===== src/rtl/lia_integrate_dump.sv =====
`default_nettype none
// +----------------------------------------------------------------------------+
// | lia_integrate_dump : lock-in integrate-and-dump decimator (signed frames)  |
// | Optional: LIA_ACC_SAT_EN selects saturating instead of wrapping adds.      |
// | Revision: 1.0                                                              |
// +----------------------------------------------------------------------------+
module lia_integrate_dump #(
    parameter int WIN  = 28,
    parameter int WOUT = 64,
    parameter int CW   = 24
) (
    input  logic            clk_i,
    input  logic            rst_i,
    input  logic [WIN-1:0]  sig_i,
    input  logic            valid_i,
    input  logic [CW-1:0]   dec_i,
    input  logic            clear_i,
    output logic [WOUT-1:0] sig_o,
    output logic            valid_o,
    output logic            ovf_o
);

    logic [WOUT-1:0] acc_q, acc_d;
    logic [CW-1:0]   cnt_q, cnt_d;
    logic [CW-1:0]   dec_q, dec_d;
    logic [WOUT-1:0] sig_q, sig_d;
    logic            vld_q, vld_d;
    logic            ovf_q, ovf_d;

    logic            frame_start;
    logic [CW-1:0]   dec_in;
    logic [CW-1:0]   dec_eff;
    logic [WOUT-1:0] base;
    logic [WOUT-1:0] sext;
    logic [WOUT-1:0] raw_sum;
    logic [WOUT-1:0] sum;
    logic            add_ovf;
    logic            last_sample;

    assign frame_start = (cnt_q == '0);
    assign dec_in      = (dec_i == '0) ? CW'(1) : dec_i;
    assign dec_eff     = frame_start ? dec_in : dec_q;
    assign base        = frame_start ? '0 : acc_q;
    assign sext        = {{(WOUT-WIN){sig_i[WIN-1]}}, sig_i};
    assign raw_sum     = base + sext;
    // Same-sign operands producing an opposite-sign result is a signed overflow.
    assign add_ovf     = (base[WOUT-1] == sext[WOUT-1]) && (raw_sum[WOUT-1] != base[WOUT-1]);
    assign last_sample = (cnt_q == dec_eff - CW'(1));

`ifdef LIA_ACC_SAT_EN
    assign sum = !add_ovf       ? raw_sum :
                 base[WOUT-1]   ? {1'b1, {(WOUT-1){1'b0}}} :
                                  {1'b0, {(WOUT-1){1'b1}}};
`else
    assign sum = raw_sum;
`endif

    always_comb begin
        acc_d = acc_q;
        cnt_d = cnt_q;
        dec_d = dec_q;
        sig_d = sig_q;
        vld_d = 1'b0;
        ovf_d = ovf_q;
        if (clear_i) begin
            acc_d = '0;
            cnt_d = '0;
            ovf_d = 1'b0;
        end else if (valid_i) begin
            if (frame_start) begin
                dec_d = dec_in;
            end
            if (add_ovf) begin
                ovf_d = 1'b1;
            end
            if (last_sample) begin
                sig_d = sum;
                vld_d = 1'b1;
                acc_d = '0;
                cnt_d = '0;
            end else begin
                acc_d = sum;
                cnt_d = cnt_q + CW'(1);
            end
        end
    end

    always_ff @(posedge clk_i) begin
        if (rst_i) begin
            acc_q <= '0;
            cnt_q <= '0;
            dec_q <= CW'(1);
            sig_q <= '0;
            vld_q <= 1'b0;
            ovf_q <= 1'b0;
        end else begin
            acc_q <= acc_d;
            cnt_q <= cnt_d;
            dec_q <= dec_d;
            sig_q <= sig_d;
            vld_q <= vld_d;
            ovf_q <= ovf_d;
        end
    end

    assign sig_o   = sig_q;
    assign valid_o = vld_q;
    assign ovf_o   = ovf_q;

endmodule
`default_nettype wire


===== config.mk =====
export PLATFORM = sky130hd
export DESIGN_NAME = lia_integrate_dump
export DESIGN_NICKNAME = d
export VERILOG_FILES = /design/src/rtl/lia_integrate_dump.sv
export SDC_FILE = /design/constraint.sdc
export NUM_CORES = 1
export LEC_CHECK = 0
export ABC_CLOCK_PERIOD_IN_PS = 13200
export CAP_MARGIN = 20
export CORE_MARGIN = 4
export CORE_UTILIZATION = 57
export DETAILED_ROUTE_END_ITERATION = 8
export PLACE_DENSITY = 0.8
export SETUP_SLACK_MARGIN = 0.3
export SYNTH_ARGS = -nofsm -noshare
export SYNTH_HDL_FRONTEND = slang
export SYNTH_SLANG_ARGS = --single-unit

===== constraint.sdc =====
create_clock -name clk_i -period 13.2 [get_ports clk_i]
set_input_delay 2.64 -clock clk_i [delete_from_list [all_inputs] [get_ports clk_i]]
set_output_delay 2.64 -clock clk_i [all_outputs]
set_load 0.02 [all_outputs]

==> results.md <==
Outcome:
- The run finished with clean final reports.

Clocking:
- In this run the number of H-tree levels came out at 4.
- TritonCTS built the clock tree.
- The number of setup buffers added after CTS is 0.
- The number of sinks handled by clock tree synthesis is 178.
- After clock tree synthesis, the clock-pin slew on the worst setup and hold paths is 0.07 ns.
- The clock tree root driver cell is sky130_fd_sc_hd__clkbuf_16.
- The number of clock buffers added by TritonCTS is 17.
- Buffers inserted to repair hold after CTS numbered 0.
- Gates resized during post-CTS repair numbered 0.
- Counting along the longest clock path gives a buffer depth of 2.
- The clock latency on the worst-skew pair is 0.44 ns.

Place:
- Once detailed placement completed, the half-perimeter wirelength came to 24690 µm.
- Routability-driven placement finished with a final weighted congestion of 0.9840.
- Once placement finished, the instance area stood at about 14000 µm².
- The number of placed cells counting well taps is about 1900.
- The port buffer count is roughly 120.

Power:
- The sequential cell fraction of total power is about 44%.
- The analysis attributes to cell leakage a power of 0.005994 µW.
- Internal power comes to 912.1 µW.
- The cell area power density is ~90 nW/µm².
- In this run the power spent charging and discharging nets is between 300 and 400 µW.
- In this run switching power makes up 27.57% of total power.
- The combinational group share of total power is ~15%.
- The clock network burns between 40% and 50% of the power.
- The worst ir drop on vdd is roughly 0.078 mV.

GRT:
- Global routing used 37.45% of the available met1 tracks.
- The first-pass GRT wire length is roughly 57000 µm.
- For this run, global-route usage on met3 was measured as 5.257%.
- The number of global-route vias before repair is around 12000.
- The overall track demand over capacity in global routing is around 28%.
- Entering global routing, the biggest net connects just over 90 pins.
- The initial antenna violation count is 0.
- After global routing, the most crowded layer is met2.
- The met2 track demand over resource is 47.22%.
- The total overflow left after global routing is 0.

Detailed routing:
- Dividing the detail-routed wire length by the instance count gives between 15 and 20 µm.
- The number of design rule violations left after detail routing is 0.
- The via count of the routed design is approximately 12000.
- The residual antenna-violating net count after detailed routing is 0.
- The first routing iteration left slightly below 1000 violations.
- For this run, the detailed router's first-pass iteration total came to 6.
- After detailed routing, the number of vias per cell comes to 6.228.
- The routed design has about 35000 µm of wire.

STA:
- The transition time of the tightest slew-check pin is 1.033 ns.
- The worst path in the final design needs a cycle of about 7.6 ns, including I/O delays and setup.
- Setup violations remaining at the end of the flow were counted as 0.
- After layout, the worst path uses slightly below 60% of the clock period.
- The final-layout setup total negative slack is 0 ns.
- The relative max-transition margin is 31.16%.
- The achievable clock frequency is approximately 130 MHz.
- The worst clock skew on the final layout is 0.01990 ns.
- The number of max-slew violations in the final report is 0.
- The number of endpoints with negative hold slack in the final report is 0.
- Setup repair after global routing left no endpoint under its margin.

Cells and area:
- The area of the multi-input gates is roughly 8300 µm².
- The post-route netlist has approximately 4% of its cells at a drive strength greater than 1.
- Counting the fill cells in the layout gives between 1500 and 2000.
- Across the whole layout, storage elements account for ~3600 µm².
- After routing the design area is around 14000 µm².
- Excluding fillers, the count of instances in the completed layout stands at ~1900.
- The number of nets in the final layout is 1770.
- The area growth from synthesis to layout is 14.93%.
- The antenna diode count is 0.

Die:
- The die is about 160 µm wide.
- The total I/O pin count is 122.
- After floorplanning, the core was sized to cover 21220 µm².
- The overall die area is 24160 µm².
- The vertical die dimension is between 150 and 200 µm.
- The initial core utilization is about three fifths.
- After floorplanning, the core was divided into 53 placement rows.

Logic synthesis:
- The most used flip-flop cell after synthesis is sky130_fd_sc_hd__dfxtp_1.
- The register area share after synthesis is around 29%.
- The count of warnings emitted by yosys is 0.
- The post-synthesis cell type with the largest combined area is sky130_fd_sc_hd__dfxtp_1.
- After synthesis, the mean cell area works out to 7.774 µm².
- By area the synthesized netlist is led by sky130_fd_sc_hd__dfxtp_1 29%, sky130_fd_sc_hd__ha_1 6.7%, sky130_fd_sc_hd__a21oi_1 6.1%, sky130_fd_sc_hd__nand2_1 5.0%, sky130_fd_sc_hd__mux2i_1 4.6%.
- The synthesized netlist contains between 70 and 80 unique library cells.
- The proportion of synthesized flip-flops having asynchronous set or reset is 0%.
- The mapped cell area is between 10000 and 15000 µm².
- The area fraction of the dominant cell type after synthesis is between 20% and 30%.
- Counting flops and latches in the post-synthesis netlist gives ~180.
- The number of enable-type register cells in the synthesized netlist is 0.
- Synthesis produced a netlist whose cell count is between 1500 and 2000.
- The post-synthesis net count is 1717.

Worst setup path:
- The largest fanout of any net on the critical path is 48.
- The endpoint required time on the critical path is ~14 ns.
- The kind of capture point of the worst setup path is a flop.
- STA classifies the critical path startpoint as a primary input.
- The critical path arrival is approximately 7.9 ns.
- The start-to-end type of the worst setup path is primary input to flop.

Worst hold path:
- The kind of path behind the tightest hold check is flop to flop.

Job:
- Across the run, the number of max-cap violations was 0.
[layout by cell type (no fill, tap or decap), types with 6 or more instances in the layout]
master and instances:
sky130_fd_sc_hd__dfxtp_1 178, sky130_fd_sc_hd__nand2_1 165, sky130_fd_sc_hd__a21oi_1 152, sky130_fd_sc_hd__nor2_1 135, sky130_fd_sc_hd__clkdlybuf4s50_1 119, sky130_fd_sc_hd__nand3_1 85, sky130_fd_sc_hd__and2_1 73, sky130_fd_sc_hd__ha_1 66
sky130_fd_sc_hd__xnor2_1 61, sky130_fd_sc_hd__mux2i_1 57, sky130_fd_sc_hd__o21ai_0 53, sky130_fd_sc_hd__xor2_1 45, sky130_fd_sc_hd__a21o_1 38, sky130_fd_sc_hd__nor3_1 30, sky130_fd_sc_hd__a22o_1 29, sky130_fd_sc_hd__inv_1 26
sky130_fd_sc_hd__nor4_1 24, sky130_fd_sc_hd__nand4_1 21, sky130_fd_sc_hd__nor2b_1 21, sky130_fd_sc_hd__and3_1 20, sky130_fd_sc_hd__nand2b_1 20, sky130_fd_sc_hd__o211ai_1 19, sky130_fd_sc_hd__a31oi_1 18, sky130_fd_sc_hd__clkbuf_16 17
sky130_fd_sc_hd__o21bai_1 15, sky130_fd_sc_hd__a211oi_1 12, sky130_fd_sc_hd__buf_4 12, sky130_fd_sc_hd__or3_1 10, sky130_fd_sc_hd__o31ai_1 10, sky130_fd_sc_hd__nand4b_1 8, sky130_fd_sc_hd__or4_1 7, sky130_fd_sc_hd__a311oi_1 6
sky130_fd_sc_hd__o21a_1 6
[metrics by stage]
step                      worst slack, ns  util, %  hold WS, ns  power [µW]
final                               5.585    67.12       0.4568        1259
after detailed placement            5.219    64.20       0.4453       746.7
after CTS                           5.651    66.99       0.4547        1261
after global routing                5.194    67.12       0.4728        1303
after global placement              5.290    64.20       0.4335       744.7
after floorplan                     6.762        -       0.4273       688.5
[cells in the mapped netlist, types with 15 or more instances]
master and instances:
sky130_fd_sc_hd__a21o_1 38, sky130_fd_sc_hd__a21oi_1 152, sky130_fd_sc_hd__a22o_1 29, sky130_fd_sc_hd__a31oi_1 18, sky130_fd_sc_hd__and2_1 73, sky130_fd_sc_hd__and3_1 20, sky130_fd_sc_hd__clkbuf_1 74, sky130_fd_sc_hd__dfxtp_1 178
sky130_fd_sc_hd__ha_1 66, sky130_fd_sc_hd__inv_1 26, sky130_fd_sc_hd__mux2i_1 57, sky130_fd_sc_hd__nand2_1 166, sky130_fd_sc_hd__nand2b_1 20, sky130_fd_sc_hd__nand3_1 86, sky130_fd_sc_hd__nand4_1 21, sky130_fd_sc_hd__nor2_1 136
sky130_fd_sc_hd__nor2b_1 21, sky130_fd_sc_hd__nor3_1 30, sky130_fd_sc_hd__nor4_1 24, sky130_fd_sc_hd__o211ai_1 19, sky130_fd_sc_hd__o21ai_0 53, sky130_fd_sc_hd__o21bai_1 15, sky130_fd_sc_hd__xnor2_1 61, sky130_fd_sc_hd__xor2_1 45
[power groups by stage]
stage / registers, µW / clock network [µW] / logic (µW)
detailed placement: 568 / 0 / 179
global placement: 568 / 0 / 177
floorplan: 565 / 0 / 123
finish: 556 / 520 / 183
global route: 557 / 546 / 200
CTS: 556 / 525 / 180
[flip-flops by register name, indices dropped and copies added, names as in the netlist]
| register | count |
|---|---|
| ovf_o | 1 |
| valid_o | 1 |
| acc_q | 64 |
| dec_q | 24 |
| cnt_q | 24 |
| sig_o | 64 |
[cell families after synthesis]
kind of cell / count (synthesis) / share of synthesized area [%]
multiplexers: 58 / 4.786
AO/OA/AOI/OAI: 413 / 21.62
buffers and inverters: 126 / 4.200
XOR/XNOR: 106 / 7.492
flip-flops: 178 / 28.76
AND/OR/NAND/NOR: 646 / 26.32
adder cells (fa/ha/maj): 67 / 6.826
[worst max-delay path, stage by stage]
cell                              delay [ns]
sky130_fd_sc_hd__clkdlybuf4s50_1        0.66
sky130_fd_sc_hd__or3_1                  0.23
sky130_fd_sc_hd__nor4_4                 0.07
sky130_fd_sc_hd__nand3_1                0.08
sky130_fd_sc_hd__o2bb2ai_1              0.19
sky130_fd_sc_hd__ha_1                   0.31
sky130_fd_sc_hd__or4b_2                 0.63
sky130_fd_sc_hd__nor3_1                 0.38
sky130_fd_sc_hd__nand4_1                0.15
sky130_fd_sc_hd__o41a_1                 0.19
sky130_fd_sc_hd__nor3_1                 0.22
sky130_fd_sc_hd__o2111ai_1              0.13
sky130_fd_sc_hd__nor4_1                 0.62
sky130_fd_sc_hd__nand3_2                0.12
sky130_fd_sc_hd__buf_4                  0.33
sky130_fd_sc_hd__and3_1                 0.57
sky130_fd_sc_hd__a22o_1                 0.36
[path summary, 6_finish.rpt]
path | startpoint | end | slack (ns) | depth (start not counted)
min | acc_q[44] | acc_q[44] | 0.46 | 2
min reg2reg | acc_q[44] | acc_q[44] | 0.46 | 2
max | dec_i[10] | acc_q[54] | 5.59 | 17
max reg2reg | cnt_q[0] | sig_o[56] | 5.87 | 19
[per-layer routing]
metal | part of all wire [%] | up-vias
met3 | 6.0 | 74
met5 | 0 | -
met1 | 45 | 5700
li1 | - | 5860
met4 | 2.5 | 0
met2 | 46 | 410
[cell type report]
type                            count  share of cell area (%)
Timing Repair Buffer              134                   9.259
Tap cell                          275                   2.416
Clock inverter                     11                  0.8785
Multi-Input combinational cell   1290                   58.46
Clock buffer                       20                   3.277
Sequential cell                   178                   25.02
Inverter                           26                  0.6852
(Power assumes the default switching activity.)
